File: config.mk
export PLATFORM = sky130hd
export DESIGN_NAME = uart_cmd_master
export DESIGN_NICKNAME = d
export VERILOG_FILES = /design/src/rtl/uart_cmd_pkg.sv /design/src/rtl/uart_cmd_frame_mux.sv /design/src/rtl/uart_cmd_master.sv
export SDC_FILE = /design/constraint.sdc
export NUM_CORES = 1
export LEC_CHECK = 0
export CAP_MARGIN = 5
export CORE_ASPECT_RATIO = 0.6
export CORE_UTILIZATION = 45
export CTS_CLUSTER_DIAMETER = 150
export CTS_CLUSTER_SIZE = 8
export DETAILED_ROUTE_END_ITERATION = 10
export PLACE_DENSITY = 0.72
export SLEW_MARGIN = 15
export SYNTH_ARGS = -nofsm -noshare
export SYNTH_HDL_FRONTEND = slang
export SYNTH_SLANG_ARGS = --single-unit
File: constraint.sdc
create_clock -name CLK -period 3 [get_ports CLK]
set_input_delay 0.3 -clock CLK [delete_from_list [all_inputs] [get_ports CLK]]
set_output_delay 0.3 -clock CLK [all_outputs]
set_load 0.1 [all_outputs]
File: src/rtl/uart_cmd_pkg.sv
// uart_cmd_pkg: shared definitions for the UART command protocol.
// Opcodes, command encoding, master states, frame/response lengths.
package uart_cmd_pkg;

  localparam logic [7:0] OP_WR  = 8'hAA;
  localparam logic [7:0] OP_RD  = 8'hBB;
  localparam logic [7:0] OP_ALU = 8'hCC;
  localparam logic [7:0] OP_NOP = 8'hDD;

  typedef enum logic [1:0] {
    CMD_WR  = 2'd0,
    CMD_RD  = 2'd1,
    CMD_ALU = 2'd2,
    CMD_NOP = 2'd3
  } cmd_e;

  typedef enum logic [2:0] {
    S_IDLE,
    S_SEND,
    S_WAIT_DONE,
    S_RECV,
    S_DONE
  } state_e;

  localparam int FRAME_LEN_WR  = 3;
  localparam int FRAME_LEN_RD  = 2;
  localparam int FRAME_LEN_ALU = 4;
  localparam int FRAME_LEN_NOP = 2;

  localparam int RSP_LEN_WR  = 0;
  localparam int RSP_LEN_RD  = 1;
  localparam int RSP_LEN_ALU = 2;
  localparam int RSP_LEN_NOP = 2;

  function automatic logic [2:0] frame_len(cmd_e c);
    logic [2:0] n;
    unique case (c)
      CMD_WR:  n = 3'(FRAME_LEN_WR);
      CMD_RD:  n = 3'(FRAME_LEN_RD);
      CMD_ALU: n = 3'(FRAME_LEN_ALU);
      CMD_NOP: n = 3'(FRAME_LEN_NOP);
    endcase
    return n;
  endfunction

  function automatic logic [1:0] rsp_len(cmd_e c);
    logic [1:0] n;
    unique case (c)
      CMD_WR:  n = 2'(RSP_LEN_WR);
      CMD_RD:  n = 2'(RSP_LEN_RD);
      CMD_ALU: n = 2'(RSP_LEN_ALU);
      CMD_NOP: n = 2'(RSP_LEN_NOP);
    endcase
    return n;
  endfunction

endpackage

File: src/rtl/uart_cmd_frame_mux.sv
// uart_cmd_frame_mux: picks the outgoing frame byte
// from the latched command fields and the byte index.
module uart_cmd_frame_mux
  import uart_cmd_pkg::*;
#(
  parameter int DATA_WIDTH = 8
) (
  input  cmd_e                  cmd,
  input  logic [1:0]            idx,
  input  logic [DATA_WIDTH-1:0] addr,
  input  logic [DATA_WIDTH-1:0] data_a,
  input  logic [DATA_WIDTH-1:0] data_b,
  input  logic [3:0]            fun,
  output logic [DATA_WIDTH-1:0] tx_byte
);

  logic [DATA_WIDTH-1:0] op;
  logic [DATA_WIDTH-1:0] fun_ext;

  assign fun_ext = DATA_WIDTH'(fun);

  // Opcode byte for the latched command
  always_comb begin
    op = '0;
    unique case (cmd)
      CMD_WR:  op = DATA_WIDTH'(OP_WR);
      CMD_RD:  op = DATA_WIDTH'(OP_RD);
      CMD_ALU: op = DATA_WIDTH'(OP_ALU);
      CMD_NOP: op = DATA_WIDTH'(OP_NOP);
    endcase
  end

  // Byte selection by command and position in the frame
  always_comb begin
    tx_byte = op;
    unique case (cmd)
      CMD_WR: begin
        if (idx == 2'd1) tx_byte = addr;
        else if (idx == 2'd2) tx_byte = data_a;
      end
      CMD_RD: begin
        if (idx == 2'd1) tx_byte = addr;
      end
      CMD_ALU: begin
        if (idx == 2'd1) tx_byte = data_a;
        else if (idx == 2'd2) tx_byte = data_b;
        else if (idx == 2'd3) tx_byte = fun_ext;
      end
      CMD_NOP: begin
        if (idx == 2'd1) tx_byte = fun_ext;
      end
    endcase
  end

endmodule

File: src/rtl/uart_cmd_master.sv
// uart_cmd_master: sends one command frame per request over UART TX,
// then gathers the response bytes from UART RX, with timeout abort.
module uart_cmd_master
  import uart_cmd_pkg::*;
#(
  parameter int DATA_WIDTH = 8,
  parameter int TIMEOUT    = 4096
) (
  input  logic                    CLK,
  input  logic                    RST,
  input  logic                    REQ_VLD,
  output logic                    REQ_RDY,
  input  logic [1:0]              REQ_CMD,
  input  logic [DATA_WIDTH-1:0]   REQ_ADDR,
  input  logic [DATA_WIDTH-1:0]   REQ_DATA_A,
  input  logic [DATA_WIDTH-1:0]   REQ_DATA_B,
  input  logic [3:0]              REQ_FUN,
  output logic [DATA_WIDTH-1:0]   TX_P_DATA,
  output logic                    TX_D_VLD,
  input  logic                    Busy,
  input  logic [DATA_WIDTH-1:0]   RX_P_DATA,
  input  logic                    RX_D_VLD,
  output logic [2*DATA_WIDTH-1:0] RSP_DATA,
  output logic                    RSP_VLD,
  output logic                    RSP_ERR
);

  localparam int TW = (TIMEOUT > 2) ? $clog2(TIMEOUT) : 1;
  // Abort on the edge where the timer would reach TIMEOUT-1
  localparam logic [TW-1:0] T_ABORT = TW'(TIMEOUT - 2);

  state_e                state;
  cmd_e                  cmd_q;
  logic [DATA_WIDTH-1:0] addr_q;
  logic [DATA_WIDTH-1:0] a_q;
  logic [DATA_WIDTH-1:0] b_q;
  logic [3:0]            fun_q;
  logic [1:0]            idx;
  logic                  rx_cnt;
  logic [TW-1:0]         timer;
  logic [DATA_WIDTH-1:0] mux_byte;
  logic                  t_exp;
  logic                  last_tx;
  logic                  last_rx;

  assign t_exp   = (timer == T_ABORT);
  assign last_tx = ({1'b0, idx} == frame_len(cmd_q) - 3'd1);
  assign last_rx = rx_cnt || (rsp_len(cmd_q) == 2'd1);

  uart_cmd_frame_mux #(
    .DATA_WIDTH(DATA_WIDTH)
  ) u_mux (
    .cmd    (cmd_q),
    .idx    (idx),
    .addr   (addr_q),
    .data_a (a_q),
    .data_b (b_q),
    .fun    (fun_q),
    .tx_byte(mux_byte)
  );

  assign TX_P_DATA = TX_D_VLD ? mux_byte : '0;

  // Request FSM: frame transmit, response capture, timeout abort
  always_ff @(posedge CLK) begin
    if (!RST) begin
      state    <= S_IDLE;
      cmd_q    <= CMD_WR;
      addr_q   <= '0;
      a_q      <= '0;
      b_q      <= '0;
      fun_q    <= '0;
      idx      <= '0;
      rx_cnt   <= 1'b0;
      timer    <= '0;
      TX_D_VLD <= 1'b0;
      RSP_DATA <= '0;
      RSP_VLD  <= 1'b0;
      RSP_ERR  <= 1'b0;
      REQ_RDY  <= 1'b0;
    end else begin
      RSP_VLD <= 1'b0;
      RSP_ERR <= 1'b0;
      unique case (state)
        S_IDLE: begin
          REQ_RDY <= 1'b1;
          timer   <= '0;
          if (REQ_VLD && REQ_RDY) begin
            cmd_q    <= cmd_e'(REQ_CMD);
            addr_q   <= REQ_ADDR;
            a_q      <= REQ_DATA_A;
            b_q      <= REQ_DATA_B;
            fun_q    <= REQ_FUN;
            idx      <= '0;
            rx_cnt   <= 1'b0;
            RSP_DATA <= '0;
            TX_D_VLD <= 1'b1;
            REQ_RDY  <= 1'b0;
            state    <= S_SEND;
          end
        end
        S_SEND: begin
          if (Busy) begin
            TX_D_VLD <= 1'b0;
            timer    <= '0;
            state    <= S_WAIT_DONE;
          end else if (t_exp) begin
            TX_D_VLD <= 1'b0;
            timer    <= '0;
            RSP_VLD  <= 1'b1;
            RSP_ERR  <= 1'b1;
            state    <= S_DONE;
          end else begin
            timer <= timer + TW'(1);
          end
        end
        S_WAIT_DONE: begin
          if (!Busy) begin
            timer <= '0;
            if (!last_tx) begin
              idx      <= idx + 2'd1;
              TX_D_VLD <= 1'b1;
              state    <= S_SEND;
            end else if (cmd_q == CMD_WR) begin
              RSP_VLD <= 1'b1;
              state   <= S_DONE;
            end else begin
              state <= S_RECV;
            end
          end else if (t_exp) begin
            timer   <= '0;
            RSP_VLD <= 1'b1;
            RSP_ERR <= 1'b1;
            state   <= S_DONE;
          end else begin
            timer <= timer + TW'(1);
          end
        end
        S_RECV: begin
          if (RX_D_VLD) begin
            timer  <= '0;
            rx_cnt <= 1'b1;
            if (!rx_cnt)
              RSP_DATA[DATA_WIDTH-1:0] <= RX_P_DATA;
            else
              RSP_DATA[2*DATA_WIDTH-1:DATA_WIDTH] <= RX_P_DATA;
            if (last_rx) begin
              RSP_VLD <= 1'b1;
              state   <= S_DONE;
            end
          end else if (t_exp) begin
            timer   <= '0;
            RSP_VLD <= 1'b1;
            RSP_ERR <= 1'b1;
            state   <= S_DONE;
          end else begin
            timer <= timer + TW'(1);
          end
        end
        S_DONE: begin
          timer   <= '0;
          REQ_RDY <= 1'b1;
          state   <= S_IDLE;
        end
        default: state <= S_IDLE;
      endcase
    end
  end

endmodule

==> results of run 1 <==
==> registers in the layout, summed over array words and instances, names as in the netlist <==
name	flops
REQ_RDY	1
RSP_DATA	16
RSP_ERR	1
RSP_VLD	1
TX_D_VLD	1
a_q	8
addr_q	8
b_q	8
cmd_q	2
fun_q	4
idx	2
rx_cnt	1
state	3
timer	12
==> kinds of logic (layout without fill, tap and decap cells) <==
kind of cell | count (synthesis) | count (layout) | share of synthesized area, %
AO/OA/AOI/OAI | 114 | 114 | 21.5
flip-flops | 68 | 68 | 40.3
adder cells (fa/ha/maj) | 5 | 5 | 1.85
XOR/XNOR | 11 | 11 | 2.85
buffers and inverters | 44 | 108 | 5.48
AND/OR/NAND/NOR | 191 | 191 | 26.8
multiplexers | 3 | 3 | 1.30
==> final cells by class <==
type | instances | area (um^2) | share of cell area [%]
Multi-Input combinational cell | 324 | 1840 | 41.0
Sequential cell | 68 | 1360 | 30.3
Timing Repair Buffer | 77 | 786 | 17.5
Clock buffer | 9 | 225 | 5.02
Tap cell | 104 | 130 | 2.90
Clock inverter | 7 | 91.3 | 2.03
Inverter | 15 | 56.3 | 1.25
==> routing by layer <==
metal / routed length (um) / vias to the layer above
met1: 4540 / 1502
met2: 3580 / 121
met4: 137 / 0
met3: 656 / 16
met5: 0 / -
li1: - / 1653
==> critical path, cell delays in order, from the launching register on <==
cell      delay [ps]
dfxtp_1          500
inv_1             80
ha_1             360
nand2b_1         200
nor3_1            60
or4b_2           640
o21ai_1          170
buf_12           210
==> cell usage after synthesis (2+ instances only) <==
library cell  count  share of area, %
a21oi_1          52               7.7
nor4_1            4              0.74
o22ai_1           2              0.37
nor2_1           32               3.6
nor4b_1           3              0.78
nor3_1           11               1.6
o21a_1            4              0.89
xnor2_1           5               1.3
inv_1            14               1.6
a221oi_1          3              0.78
a31o_1            2              0.52
ha_1              5               1.9
or4b_1            2              0.59
buf_2             4              0.59
a21o_1            2              0.44
a2111oi_0         2              0.52
clkbuf_1         22               2.4
buf_6             2              0.67
o21ai_0          19               2.8
dfxtp_1          68                40
a31oi_1           3              0.56
and2_1            2              0.37
xor2_1            6               1.6
nand2_1          88               9.8
nor2b_1           6               1.1
a211oi_1          2              0.44
a32o_1            8               2.4
nand2b_1          9               1.7
nand3_1          18               2.7
nand4_1           4              0.74
==> layout by cell type (no fill, tap or decap), drive strengths merged, types with 3 or more instances in the layout <==
master         instances
o21a                   4
a21oi                 52
inv                   14
o21ai                 20
nand3                 18
nand2                 88
ha                     5
dfxtp                 68
a221oi                 4
a31oi                  3
nand4                  5
nand2b                 9
clkinv                 5
xor2                   6
or4b                   3
clkdlybuf4s50         58
nor3                  11
xnor2                  5
nor4b                  3
nor2                  32
clkbuf                 9
buf                   19
nor2b                  6
a32o                   8
nor4                   4
==> through the flow <==
stage	setup WS, ps	hold WS, ps	setup TNS [ps]	util, %
2_1_floorplan	-125	433	-125	-
3_3_place_gp	577	444	0	57.4
3_5_place_dp	504	450	0	57.4
4_1_cts	154	458	0	61.8
5_1_grt	4.42	469	0	61.8
6_report	152	459	0	61.8
==> worst max-delay path by stage <==
stage                  start           end
CTS                   idx[0]  TX_P_DATA[1]
detailed placement    idx[0]  TX_P_DATA[1]
finish                idx[0]  TX_P_DATA[1]
global route          idx[0]  TX_P_DATA[1]
floorplan           TX_D_VLD  TX_P_DATA[1]
global placement      idx[0]  TX_P_DATA[1]
==> power breakdown <==
group	leakage (uW)	internal (uW)	switching [uW]
Clock	0.000155	723	398
Sequential	0.000551	928	30.8
Combinational	0.000858	127	188
Total	0.00156	1780	617
==> results.json, run 1 <==
{
  "status": "complete, no violations",
  "setup_viol": 0,
  "wl_per_cell_um": 14.7,
  "avgSynthCellArea_um2": 7.75,
  "drive_gt1_share_pct": 9.80,
  "min_to": "RSP_DATA[13]",
  "cts_tree": "built",
  "met3_usage_pct": 6.60,
  "vias": 3292,
  "fp-row-count": 24,
  "ctsHtreeMaxLevel": 3,
  "area_growth_pct": 33.0,
  "clockBufferDepth": 2,
  "async_reset_ff_share_pct": 0,
  "hp-class": "reg2reg",
  "drv_cap": 0,
  "ys_seq_area_share_pct": 40.3,
  "end_kind": "output port",
  "gr-max-usage-layer": "met1",
  "slew_viol_final": 0,
  "core-area_um2": 7270,
  "die_area_um2": 7870,
  "postSynthCellCount": 436,
  "worst_pin_slew_ps": 983,
  "holdBufCountCts": 0,
  "cts_resized": 0,
  "rsz0062_at_grt": "false",
  "clock_latency_ps": 340,
  "met2_usage_pct": 32.7,
  "placed_cell_area_um2": 4170,
  "synth_seq_cells": 68,
  "hold_start": "RSP_DATA[13]",
  "r2r_cells": 4,
  "overflow": 0,
  "diodes": 0,
  "grt_max_degree": 42,
  "ir_drop_uv": 313,
  "antenna_found_initial": 0,
  "fmax_mhz": 351,
  "start_kind": "flip-flop",
  "nets": 543,
  "rrSetupSlack_ps": 970,
  "port_buffers": 70,
  "grtUsageTotal_pct": 23.9,
  "synth_warnings": 0,
  "antenna_left": 0,
  "syn-num-nets": 484,
  "globalplace.congestion": 0.836,
  "hold_viol_final": 0,
  "wirelength_mm": 8.91,
  "synth_area_um2": 3380,
  "synth.distinct_cells": 62,
  "total_power_uw": 2400,
  "power_leakage_uw": 0.00156,
  "worstPathRequired_ps": 2700,
  "critPathArrivalTime_ps": 2550,
  "relSlewSlack_pct": 34.2,
  "synthFlopType": "dfxtp_1",
  "finalCritPeriodShare_pct": 94.9,
  "grt_pass1_vias": 2975,
  "path_clk_slew_ps": 50,
  "viasPerCell": 5.45,
  "power_density_nw_per_um2": 534,
  "cp_max_fo": 13,
  "r2r_end": "state[0]",
  "dp.cells": 588,
  "die_height_um": 69.1,
  "drt_iter0_drc": 297,
  "die_w_um": 114,
  "nFillCells": 695,
  "cts.sinks": 68,
  "grt_pass1_wl_mm": 14.5,
  "worstSetupPathType": "reg2out",
  "stdcell_area_um2": 4490,
  "start_util_pct": 46.5,
  "cts_buffers": 9,
  "place_hpwl_mm": 6.26,
  "pin_count": 71,
  "period_minus_slack_ps": 2850,
  "finalNonFillerCells": 604,
  "drtPass1Iterations": 5,
  "synth-edff-count": 0,
  "timing.rr.start": "state[0]",
  "met1_usage_pct": 35.1,
  "cts_root_buf": "clkbuf_16",
  "drc": 0,
  "post_cts_buffers": 0,
  "final.setup_skew_ps": 7.36,
  "holdPathStages": 2
}
Note: power is estimated with default switching activity, not from simulation.
==> run 2, diff against run 1 <==
--- a/config.mk
+++ b/config.mk
@@ -7,11 +7,10 @@
 export LEC_CHECK = 0
 export CAP_MARGIN = 5
 export CORE_ASPECT_RATIO = 0.6
-export CORE_UTILIZATION = 45
-export CTS_CLUSTER_DIAMETER = 150
+export CORE_UTILIZATION = 30
+export CTS_CLUSTER_DIAMETER = 200
 export CTS_CLUSTER_SIZE = 8
 export DETAILED_ROUTE_END_ITERATION = 10
-export PLACE_DENSITY = 0.72
 export SLEW_MARGIN = 15
 export SYNTH_ARGS = -nofsm -noshare
 export SYNTH_HDL_FRONTEND = slang
==> results.json, run 2 (synthesis results as in run 1) <==
{
  "layout_commonest_cell": "nand2_1",
  "finalCritPeriodShare_pct": 95.0,
  "cts_tree": "built",
  "tns_ps": 0,
  "cts_buffers": 9,
  "port_buffers": 70,
  "slew_viol_final": 0,
  "area_growth_pct": 34.8,
  "drtPass1Iterations": 10,
  "reg_top3": "RSP_DATA x16, timer x12",
  "grtUsageTotal_pct": 17.5,
  "largest_reg_flops": 16,
  "antenna_left": 0,
  "grt_max_degree": 42,
  "drc": 7,
  "cts_root_buf": "clkbuf_16",
  "met1_length_mm": 5.06,
  "clock_latency_ps": 330,
  "path_clk_slew_ps": 60,
  "overflow": 0,
  "globalplace.congestion": 0.810,
  "wl_met2_mm": 3.63,
  "place_ws_ps": 523,
  "start_kind": "flip-flop",
  "top_register": "RSP_DATA",
  "fmax_mhz": 351,
  "die_area_um2": 11700,
  "relSlewSlack_pct": 34.7,
  "clockBufferDepth": 2,
  "drive_gt1_share_pct": 10.0,
  "cts_resized": 0,
  "ir_drop_uv": 269,
  "critPathArrivalTime_ps": 2550,
  "die_height_um": 84.2,
  "worstPathRequired_ps": 2700,
  "drv_cap": 0,
  "drt_iter0_drc": 317,
  "nets": 543,
  "vias": 3323,
  "grt_pass1_vias": 3159,
  "cts.sinks": 68,
  "diodes": 0,
  "end_kind": "output port",
  "setup_viol": 0,
  "die_w_um": 139,
  "power_density_nw_per_um2": 533,
  "worst_pin_slew_ps": 976,
  "grt_pass1_wl_mm": 16.3,
  "ctsHtreeMaxLevel": 3,
  "viasPerCell": 5.20,
  "wirelength_mm": 9.51,
  "violations": "DRC",
  "fp-row-count": 29,
  "place_hpwl_mm": 6.84,
  "pin_count": 71,
  "antenna_found_initial": 0,
  "top_layer": "met4",
  "status": "complete, but fails checks",
  "post_cts_buffers": 0,
  "final_cell_mix": "88 x nand2_1, 68 x dfxtp_1, 56 x clkdlybuf4s50_1",
  "period_minus_slack_ps": 2850,
  "start_util_pct": 31.4,
  "hold_viol_final": 0,
  "cp_max_fo": 13,
  "power_leakage_uw": 0.00157,
  "core-area_um2": 10700,
  "worstSetupPathType": "reg2out",
  "met3WireLength_um": 730,
  "holdBufCountCts": 0,
  "final.setup_skew_ps": 5.96,
  "wl_per_cell_um": 14.9,
  "nFillCells": 1077,
  "hp-class": "reg2reg",
  "rsz0062_at_grt": "false",
  "worst_slack_ps": 150
}
==> run 2: stage by stage <==
stage / hold WS [ps] / util (%) / cells / power [uW] / area (um^2)
after floorplan: 433 / - / 436 / 1160 / 3380
after global placement: 446 / 39.3 / 623 / 1290 / 4230
after detailed placement: 451 / 39.3 / 623 / 1300 / 4230
after CTS: 458 / 42.4 / 639 / 2450 / 4550
after global routing: 474 / 42.4 / 639 / 2520 / 4550
final: 458 / 42.4 / 639 / 2420 / 4550
==> run 2: area by class of cell <==
type | instances | area, um^2 | area share (%)
clock buffer | 11 | 243 | 5.33
clock inverter | 5 | 85.1 | 1.87
inverter | 15 | 56.3 | 1.24
multi-input combinational | 324 | 1840 | 40.4
sequential | 68 | 1360 | 29.9
tap | 139 | 174 | 3.82
timing repair buffer | 77 | 793 | 17.4
==> run 2: report_power, final <==
group	switching (uW)	internal, uW
Clock	394	753
Sequential	31.8	928
Combinational	189	128
==> run 2: path summary, 6_finish.rpt <==
| path | startpoint | end | slack [ps] | cells after the start |
|---|---|---|---|---|
| setup / recovery | idx[0] | TX_P_DATA[1] | 150 | 7 |
| hold reg to reg | RSP_DATA[12] | RSP_DATA[12] | 460 | 2 |
| setup reg to reg | cmd_q[1] | state[1] | 970 | 5 |
| hold / removal | RSP_DATA[12] | RSP_DATA[12] | 460 | 2 |
==> run 2: layer usage <==
layer / GRT usage [%] / vias to the layer above
met5: 0 / -
met3: 5.02 / 8
met1: 26.5 / 1548
li1: - / 1648
met2: 23.8 / 119
met4: 4.34 / 0
==> run 2: critical path: stages, from the launching register on <==
cell	delay (ps)
dfxtp_1	490
inv_1	80
ha_1	370
nand2b_1	220
nor3_1	60
or4b_2	640
o21ai_1	160
buf_12	210
==> run 3, diff against run 2 <==
--- a/config.mk
+++ b/config.mk
@@ -8,9 +8,11 @@
 export CAP_MARGIN = 5
 export CORE_ASPECT_RATIO = 0.6
 export CORE_UTILIZATION = 30
+export CTS_BUF_LIST = sky130_fd_sc_hd__clkbuf_4
 export CTS_CLUSTER_DIAMETER = 200
 export CTS_CLUSTER_SIZE = 8
 export DETAILED_ROUTE_END_ITERATION = 10
+export PLACE_DENSITY = 0.5
 export SLEW_MARGIN = 15
 export SYNTH_ARGS = -nofsm -noshare
 export SYNTH_HDL_FRONTEND = slang
==> results.json, run 3 (synthesis results as in run 1) <==
{
  "ctsHtreeMaxLevel": 3,
  "top_register": "RSP_DATA",
  "globalplace.congestion": 0.819,
  "cts_root_buf": "clkbuf_4",
  "rsz0062_at_grt": "false",
  "setup_viol": 0,
  "final_cell_mix": "88 x nand2_1, 67 x dfxtp_1, 55 x clkdlybuf4s50_1",
  "nets": 543,
  "end_kind": "output port",
  "holdWs_ps": 392,
  "total_power_uw": 2040,
  "clock_latency_ps": 440,
  "layout_commonest_cell": "nand2_1",
  "drtPass1Iterations": 8,
  "worst_pin_slew_ps": 971,
  "worstPathRequired_ps": 2700,
  "violations": "DRC",
  "power_leakage_uw": 0.00151,
  "cp_max_fo": 12,
  "post_cts_buffers": 0,
  "crit_family": "compound AO/OA/AOI/OAI gates",
  "clockBufferDepth": 2,
  "overflow": 0,
  "final.setup_skew_ps": 11.4,
  "power_density_nw_per_um2": 463,
  "wl_per_cell_um": 14.8,
  "viasPerCell": 4.97,
  "worstSetupPathType": "reg2out",
  "cts.sinks": 68,
  "cp_num_buf_inv": 2,
  "port_buffers": 70,
  "hp-class": "in2reg",
  "wirelength_mm": 9.46,
  "hold_viol_final": 0,
  "largest_reg_flops": 16,
  "antenna_found_initial": 0,
  "cpPeakStageDelay_ps": 490,
  "tns_ps": 0,
  "diodes": 0,
  "start_kind": "flip-flop",
  "ir_drop_uv": 201,
  "fmax_mhz": 354,
  "nFillCells": 1100,
  "grt_max_degree": 42,
  "die_w_um": 139,
  "die_height_um": 84.2,
  "cp_cell_sequence": "inv_1, ha_1, or3b_2, a21oi_1, a31oi_1, o221a_2, buf_12",
  "status": "complete, but fails checks",
  "path_clk_slew_ps": 120,
  "slew_viol_final": 0,
  "drv_cap": 0,
  "cts_buffers": 9,
  "period_minus_slack_ps": 2830,
  "relSlewSlack_pct": 35.0,
  "die_area_um2": 11700,
  "finalCritPeriodShare_pct": 94.2,
  "cts_tree": "built",
  "cp_slowest_cell": "or3b_2",
  "pin_count": 71,
  "area_growth_pct": 30.6,
  "grt_pass1_wl_mm": 15.8,
  "fp-row-count": 29,
  "drt_iter0_drc": 258,
  "rrSetupSlack_ps": 1010,
  "place_hpwl_mm": 6.81,
  "vias": 3179,
  "grt_pass1_vias": 3067,
  "drive_gt1_share_pct": 10.6,
  "final_util_pct": 41.1,
  "drc": 7,
  "antenna_left": 0,
  "critPathArrivalTime_ps": 2530,
  "start_util_pct": 31.4,
  "core-area_um2": 10700,
  "reg_top3": "RSP_DATA x16, timer x12",
  "holdBufCountCts": 0,
  "grtUsageTotal_pct": 17.2
}
-- run 3: changes by cell type in the layout (fill, tap and decap cells not counted) --
cell             change
dfxtp_2              +1
clkbuf_4             +9
dfxtp_1              -1
clkbuf_16            -9
clkbuf_8             -1
clkbuf_1             -1
clkinv_2             +1
clkdlybuf4s50_1      -1
ha_1                 -1
ha_2                 +1
buf_4                +1
bufinv_16            +1
clkinv_4             -1
clkinv_1             +1
-- run 3: per-stage QoR --
step | worst slack (ps) | std cells | instance area, um^2
4_1_cts | 90.4 | 639 | 4410
2_1_floorplan | -125 | 436 | 3380
6_report | 174 | 639 | 4410
3_5_place_dp | 480 | 623 | 4220
5_1_grt | 15.0 | 639 | 4410
3_3_place_gp | 555 | 623 | 4220
-- run 3: final timing paths --
kind,startpoint,endpoint,cells after the start
worst max-delay path,idx[1],TX_P_DATA[7],7
worst min register to register,b_q[1],b_q[1],2
worst min-delay path,REQ_DATA_A[0],a_q[0],3
worst max register to register,cmd_q[1],state[1],4
-- run 3: per-layer routing --
layer | part of all wire [%] | routed length, um | GRT usage (%) | vias to the layer above
met2 | 39 | 3650 | 22.8 | 79
met1 | 54 | 5090 | 25.8 | 1445
met3 | 6.9 | 652 | 5.99 | 7
met5 | 0 | 0 | 0 | -
met4 | 0.73 | 69 | 4.14 | 0
li1 | - | - | - | 1648
-- run 3: tightest hold or removal path: cells and delay by family --
family | cells | cell delay [ps]
AND/OR/NAND/NOR | 1 | 60
buffers and inverters | 1 | 400
AO/OA/AOI/OAI | 1 | 50
-- run 3: layout make-up --
class | count | area, um^2 | share of cell area (%)
inverter | 15 | 56.3 | 1.28
tap | 139 | 174 | 3.94
multi-input combinational | 324 | 1840 | 41.8
clock buffer | 9 | 67.6 | 1.53
sequential | 68 | 1360 | 30.9
clock inverter | 7 | 115 | 2.61
timing repair buffer | 77 | 791 | 17.9
-- run 3: where the power goes --
group          internal [uW]  switching [uW]
combinational            130             193
sequential               927            27.3
clock                    418             344
total                   1480             564
-- run 3: timing repair --
| action | in CTS | in global routing |
|---|---|---|
| cloned | 0 | 0 |
| gates resized for setup | 1 | 1 |
| hold endpoints to repair | 0 | 0 |
| endpoints found under the setup margin | 1 | 2 |
